==> src/rtl/picorv32_pcpi_router.sv <==
// Routes PCPI M-extension requests to a multiplier or a divider and merges the response.
// Optional macro PCPI_ROUTER_RESP_REG_EN registers the response through an extra RESP cycle.
module picorv32_pcpi_router #(
  parameter int unsigned ENABLE_MUL      = 1,
  parameter int unsigned ENABLE_DIV      = 1,
  parameter int unsigned WATCHDOG_CYCLES = 64
) (
  input  logic        clk,
  input  logic        resetn,
  input  logic        pcpi_valid,
  input  logic [31:0] pcpi_insn,
  input  logic [31:0] pcpi_rs1,
  input  logic [31:0] pcpi_rs2,
  output logic        pcpi_wr,
  output logic [31:0] pcpi_rd,
  output logic        pcpi_wait,
  output logic        pcpi_ready,
  output logic        pcpi_err,
  output logic        mul_valid,
  output logic        div_valid,
  output logic [31:0] unit_insn,
  output logic [31:0] unit_rs1,
  output logic [31:0] unit_rs2,
  input  logic        mul_wr,
  input  logic        mul_ready,
  input  logic        div_wr,
  input  logic        div_ready,
  input  logic [31:0] mul_rd,
  input  logic [31:0] div_rd,
  input  logic        mul_wait,
  input  logic        div_wait
);

  localparam bit MUL_EN = (ENABLE_MUL != 0);
  localparam bit DIV_EN = (ENABLE_DIV != 0);
  localparam bit WD_EN  = (WATCHDOG_CYCLES != 0);
  localparam int unsigned CW = (WATCHDOG_CYCLES > 1) ? $clog2(WATCHDOG_CYCLES) : 1;
  localparam logic [CW-1:0] WD_LAST = CW'(WATCHDOG_CYCLES - 1);

  typedef enum logic [1:0] {S_IDLE, S_DISPATCH, S_RESP, S_DRAIN} state_t;

  state_t        state;
  logic          sel;       // 0 = multiplier, 1 = divider
  logic [CW-1:0] wd_cnt;
  logic          wait_q;
  logic          req_match;
  logic          sel_ready;
  logic          sel_wr;
  logic [31:0]   sel_rd;
  logic          wd_expire;
  logic          unused_wait;

  // Unit stall lines carry no information the router needs.
  assign unused_wait = mul_wait ^ div_wait;

  assign req_match = pcpi_valid
                  && (pcpi_insn[6:0]   == 7'b0110011)
                  && (pcpi_insn[31:25] == 7'b0000001)
                  && (pcpi_insn[14] ? DIV_EN : MUL_EN);

  assign sel_ready = sel ? div_ready : mul_ready;
  assign sel_wr    = sel ? div_wr    : mul_wr;
  assign sel_rd    = sel ? div_rd    : mul_rd;
  assign wd_expire = WD_EN && (wd_cnt == WD_LAST);

`ifdef PCPI_ROUTER_RESP_REG_EN
  logic        ready_q;
  logic        wr_q;
  logic        err_q;
  logic [31:0] rd_q;
`endif

  // NOTE: non-blocking assignments throughout, so every register samples pre-edge values.
  always_ff @(posedge clk or negedge resetn) begin
    if (!resetn) begin
      state     <= S_IDLE;
      sel       <= 1'b0;
      wd_cnt    <= '0;
      wait_q    <= 1'b0;
      mul_valid <= 1'b0;
      div_valid <= 1'b0;
      unit_insn <= '0;
      unit_rs1  <= '0;
      unit_rs2  <= '0;
`ifdef PCPI_ROUTER_RESP_REG_EN
      ready_q   <= 1'b0;
      wr_q      <= 1'b0;
      err_q     <= 1'b0;
      rd_q      <= '0;
`endif
    end else begin
      case (state)
        S_IDLE: begin
          if (req_match) begin
            state     <= S_DISPATCH;
            sel       <= pcpi_insn[14];
            wd_cnt    <= '0;
            wait_q    <= 1'b1;
            mul_valid <= MUL_EN && !pcpi_insn[14];
            div_valid <= DIV_EN &&  pcpi_insn[14];
            unit_insn <= pcpi_insn;
            unit_rs1  <= pcpi_rs1;
            unit_rs2  <= pcpi_rs2;
          end
        end
        S_DISPATCH: begin
          wd_cnt <= wd_cnt + CW'(1);
          if (!pcpi_valid) begin
            // Core withdrew the request; any later unit response is dropped.
            state     <= S_IDLE;
            wait_q    <= 1'b0;
            mul_valid <= 1'b0;
            div_valid <= 1'b0;
          end else if (sel_ready || wd_expire) begin
            mul_valid <= 1'b0;
            div_valid <= 1'b0;
`ifdef PCPI_ROUTER_RESP_REG_EN
            state   <= S_RESP;
            ready_q <= 1'b1;
            rd_q    <= sel_ready ? sel_rd : '0;
            wr_q    <= sel_ready && sel_wr;
            err_q   <= !sel_ready;
`else
            state   <= S_DRAIN;
            wait_q  <= 1'b0;
`endif
          end
        end
        S_RESP: begin
          state  <= S_DRAIN;
          wait_q <= 1'b0;
`ifdef PCPI_ROUTER_RESP_REG_EN
          ready_q <= 1'b0;
          wr_q    <= 1'b0;
          err_q   <= 1'b0;
          rd_q    <= '0;
`endif
        end
        S_DRAIN: begin
          if (!pcpi_valid) state <= S_IDLE;
        end
        default: state <= S_IDLE;
      endcase
    end
  end

  assign pcpi_wait = wait_q;

`ifdef PCPI_ROUTER_RESP_REG_EN
  assign pcpi_ready = ready_q;
  assign pcpi_wr    = wr_q;
  assign pcpi_err   = err_q;
  assign pcpi_rd    = rd_q;
`else
  logic resp_now;

  // Response is forwarded in the same cycle the unit (or watchdog) finishes.
  assign resp_now   = (state == S_DISPATCH) && pcpi_valid && (sel_ready || wd_expire);
  assign pcpi_ready = resp_now;
  assign pcpi_wr    = resp_now && sel_ready && sel_wr;
  assign pcpi_err   = resp_now && !sel_ready;
  assign pcpi_rd    = (resp_now && sel_ready) ? sel_rd : '0;
`endif

endmodule

==> config.mk <==
export PLATFORM = sky130hd
export DESIGN_NAME = picorv32_pcpi_router
export DESIGN_NICKNAME = d
export VERILOG_FILES = /design/src/rtl/picorv32_pcpi_router.sv
export SDC_FILE = /design/constraint.sdc
export NUM_CORES = 1
export LEC_CHECK = 0
export BUFFER_PORTS_ARGS = -buffer_cell sky130_fd_sc_hd__buf_4
export CAP_MARGIN = 40
export CORE_AREA = 2 2 119 121
export CTS_BUF_LIST = sky130_fd_sc_hd__clkbuf_4 sky130_fd_sc_hd__clkbuf_8
export CTS_CLUSTER_DIAMETER = 100
export CTS_CLUSTER_SIZE = 24
export DETAILED_ROUTE_END_ITERATION = 8
export DIE_AREA = 0 0 121 123
export PLACE_DENSITY = 0.7
export SLEW_MARGIN = 20
export SYNTH_ARGS = -nofsm -noshare
export SYNTH_HDL_FRONTEND = slang
export SYNTH_SLANG_ARGS = --single-unit
==> constraint.sdc <==
create_clock -name clk -period 2.55 [get_ports clk]
set_clock_uncertainty 0.05 [all_clocks]
set_input_delay 0.3825 -clock clk [delete_from_list [all_inputs] [get_ports clk]]
set_output_delay 0.3825 -clock clk [all_outputs]
set_load 0.01 [all_outputs]
### After elaboration in Yosys (flattened, before gate mapping)

Index checks and enable logic that the tools add are counted.

* flip-flop bits (word level): 108
* output and inout bits: 134
* word-level logic and storage cells: 56
* bits of input ports: 169

* eq/ne operators: 9
* mux-type cells: 19
* add/subtract/negate cells: 1
* reduce and logical (&&, ||, !) cells: 18

Operator list (number)
* $mux W32: 2
* $pmux W6 S2: 1
* $reduce_and A3 Y1: 3
* $mux W2: 4
* $pmux W2 S4: 1
* $eq A7 B1 Y1 const B: 1
* $eq A7 B6 Y1 const B: 1
* $logic_and A1 B1 Y1: 7
* $mux W1: 7
* $add A6 B1 Y6 const B: 1
* $eq A6 B6 Y1 const B: 1
* $mux W6: 1
* $eq A2 B2 Y1 const B: 2
* $ne A2 B2 Y1 const B: 2
* $pmux W1 S2: 2
* $reduce_and A2 Y1: 2
* $ne A3 B3 Y1 const B: 1
* $pmux W1 S3: 1
* $reduce_bool A3 Y1: 1
* $eq A2 B1 Y1 const B: 1
* $logic_not A1 Y1: 2
* $logic_not A2 Y1: 1
* $reduce_bool A2 Y1: 1
* $logic_or A1 B1 Y1: 1

### Logic depth before layout (Yosys ltp)

* depth after elaboration: 5
* gate-level depth with buffers: 7
* depth with buffers taken out: 6

### Worst setup path after synthesis

No wires, ideal clock.

* path type: input to register
* start point: in pcpi_insn[26]
* end point: reg unit_rs1[0]
* path buffers: 2
* library setup time: 0.127 ns
* path slack: 0.273 ns
* data required time: 2.373 ns
* cell stages on the path: 6
* data arrival time: 2.100 ns
* cells stage by stage: or4b_4 nor4_4 and2_4 buf_12 buf_8 mux2_1

* longest elaborated chain between the ends: 3

RTL lines
* from (decl): line 11 `input logic [31:0] pcpi_insn,`
* $eq A7 B1 Y1: line 58 `&& (pcpi_insn[31:25] == 7'b0000001)`
* $logic_and A1 B1 Y1: line 58
* $reduce_and A2 Y1 (no source line)
* to (signal assigned): line 102 `unit_rs1 <= pcpi_rs1;`
* to (decl): line 22 `output logic [31:0] unit_rs1,`

No other way between the ends.
A chain may end at the register's enable or synchronous reset.

### Worst setup path in the final report

* start point: reg state[1]
* end point: out pcpi_rd[0]

* longest elaborated chain between the ends: 5

RTL lines
* from (decl): line 42 `state_t state;`
* from (signal assigned): line 76 `state <= S_IDLE;`
* from (signal assigned): line 95 `state <= S_DISPATCH;`
* from (signal assigned): line 110 `state <= S_IDLE;`
* $eq A2 B1 Y1: line 158 `assign resp_now = (state == S_DISPATCH) && pcpi_valid && (sel_ready || wd_expire);`
* $logic_and A1 B1 Y1 (2 in series): line 158
* $logic_and A1 B1 Y1: line 162 `assign pcpi_rd = (resp_now && sel_ready) ? sel_rd : '0;`
* $mux W32: line 162
* to (decl): line 15 `output logic [31:0] pcpi_rd,`

No other way between the ends.

==> results.cfg <==
[setup_path]
path_buf_inv = 3
slowest_delay_ns = 0.43
r2r_start = state[1]
cp-end-kind = primary output
crit_chain = inv_1 > ha_4 > nand3_1 > buf_4 > nor2_1 > buf_4
r2r-end = unit_insn[17]
r2r_setup_slack_ns = 0.48
critPathTopFamily = buffers and inverters
critPathRequiredTime_ns = 2.12
crit_type = reg -> out
slowest_stage = dfrtp_1
critPathMaxFanout = 33
r2r_cells = 6
critPathMostFrequentCell = buf_4
cp-start-kind = register
cp_data_arrival_time_ns = 1.92

[layout]
nets = 833
layout_common_cells = 308 x buf_4, 106 x dfrtp_1, 50 x mux2_4
areaGrowthSynthToFinish_pct = 52.5
final_layout_size_suffix_gt1_share_pct = 62.1
antenna_cells = 0
layout_commonest_cell = buf_4

[route]
routed_wl_mm = 14.1
firstDrtPassIters = 4
final_antenna_net_count = 0
post_drt_wl_per_cell_um = 16.8
via_per_inst = 4.73
drc_errors = 0
vias = 3985
dr.first_iter.drc_count = 133

[placement]
gp_congestion = 0.811
io_buffers = 300
post-dp-hpwl_mm = 10.9
pre_cts_ws_ns = 0.0741

[min_path]
hold_class = in -> reg
holdPathStages = 2
hp-start = pcpi_rs1[1]
hold-path-endpoint = unit_rs1[1]

[synthesis]
syn_avg_cell_area_sq_um = 14.2
synthCells = 354
synth_edf_count = 0
synthArstFlopShare_pct = 100
yosysWarnings = 0
netlist_area_sq_mm = 0.00503
syn_nets = 528
ys_seq_elements = 107
synth_ff_type = dfrtp_1
yosysUniqueCellTypes = 38
seq_area_frac_synth_pct = 53.2

[clock_tree]
insertion_delay_ns = 0.37
numCtsBuffers = 9
root_buffer = clkbuf_8
clock-sinks = 107
clock_path_buffers = 2
clk_pin_slew_ns = 0.10
post_cts_buffers = 0
cts_tree = built
htreeDepth = 3

[floorplan]
fp-row-count = 43
die-area_sq_mm = 0.0149
coreArea_sq_mm = 0.0136
start_util_pct = 36.9
io_pins = 303
die_x_um = 121
die_y_um = 123

[global_route]
overflow = 0
antenna_found_initial = 0
grt_pass1_wl_mm = 20.8
grt_usage_pct = 18.0
grt_max_degree = 50
grt_pass1_vias = 4139

[sta]
grt_setup_unrepaired = no
min_period_ns = 2.36
finalHoldViolations = 0
tightest_slew_ns = 0.667
period_share_pct = 92.4
setup_viol = 0
setup_ws_ns = 0.193
setup-tns-final_ns = 0
slew_headroom_pct = 55.5
clock.fmax_ghz = 0.424
final_max_slew_viol_count = 0

[power_and_ir_drop]
ir_drop_uv = 310
p_leak_nw = 4.06
p_per_area_mw_per_mm2 = 495

[outcome]
outcome = finished, final reports clean

[job]
max_cap_violations = 0
metal layers:
layer / share of wire [%] / wire (um) / vias up / track usage, %
met4: 2.2 / 305 / 0 / 6.32
met3: 8.9 / 1250 / 20 / 5.63
met1: 36 / 5120 / 1935 / 19.7
met2: 53 / 7450 / 185 / 32.8
met5: 0 / 0 / - / 0
li1: - / - / 1845 / -
metrics by stage:
stage	utilization, %	power, mW	instances	hold slack [ns]	instance area, sq um
after floorplan	-	2.37	354	0.0369	5030
after global placement	54.9	2.80	827	0.394	7470
after detailed placement	54.9	2.84	827	0.412	7470
after CTS	56.3	3.84	843	0.150	7660
after global routing	56.3	4.02	843	0.147	7670
final	56.3	3.80	843	0.172	7670
flip-flops by register name, summed over array words and instances (netlist names):
register / cells
mul_valid: 1
pcpi_wait: 1
state: 2
wd_cnt: 6
unit_rs1: 32
unit_insn: 32
div_valid: 1
unit_rs2: 32
logic make-up after synthesis:
logic type                 after synthesis  synth area share (%)
AOI/OAI and AO/OA                       18                  3.36
xor gates and xnor gates                 1                 0.174
adders and majority gates                5                  1.24
buffers and inverters                   23                  4.11
DFF                                    107                  53.2
muxes                                  119                  29.5
and+or+nand+nor                         81                  8.34
power by group:
part / internal, mW / switching [mW]
clock: 0.384 / 0.586
combinational: 0.521 / 0.419
sequential: 1.78 / 0.104
cells in the mapped netlist, types with 2 or more instances:
master	count	area, sq um
nor2_1	38	143
clkbuf_1	7	26.3
buf_1	3	11.3
a22oi_1	2	15.0
inv_1	3	11.3
nor3b_1	2	15.0
buf_4	3	22.5
a221o_1	5	50.1
dfrtp_1	107	2680
nand2b_1	7	43.8
a22o_1	2	17.5
nand3_1	5	25.0
nand2_1	8	30.0
and3_1	3	18.8
mux2i_1	34	340
mux2_4	50	751
or4b_4	2	27.5
buf_12	6	120
ha_1	5	62.6
a31oi_1	2	12.5
mux2_2	27	304
and2_1	10	62.6
mux2_1	8	90.1
how the worst max path moves through the flow:
stage / endpoint / start / slack, ns / cells past startpoint
after global placement: unit_rs2[22] / pcpi_insn[26] / 0.11 / 7
after floorplan: unit_rs1[0] / pcpi_insn[26] / 0.27 / 6
after detailed placement: unit_insn[17] / pcpi_insn[26] / 0.07 / 7
final: pcpi_rd[0] / state[1] / 0.19 / 6
after CTS: pcpi_rd[0] / state[1] / 0.07 / 6
after global routing: pcpi_rd[0] / state[1] / 0.08 / 6
area by class of cell:
class	instances	area, sq um
inverters	3	11.3
repair buffers	314	2420
fillers	1153	5940
clock buffers	10	138
flip-flops and latches	107	2680
clock inverters	5	37.5
multi-input cells	224	2160
well taps	180	225
what timing repair did:
item,4_1_cts,5_1_grt
hold buffers,1,0
gates cloned,0,0
gates resized for setup,1,1
endpoints found under the setup margin,1,1
endpoints found under the hold margin,9,0
Power figures use the tool's default switching activity.
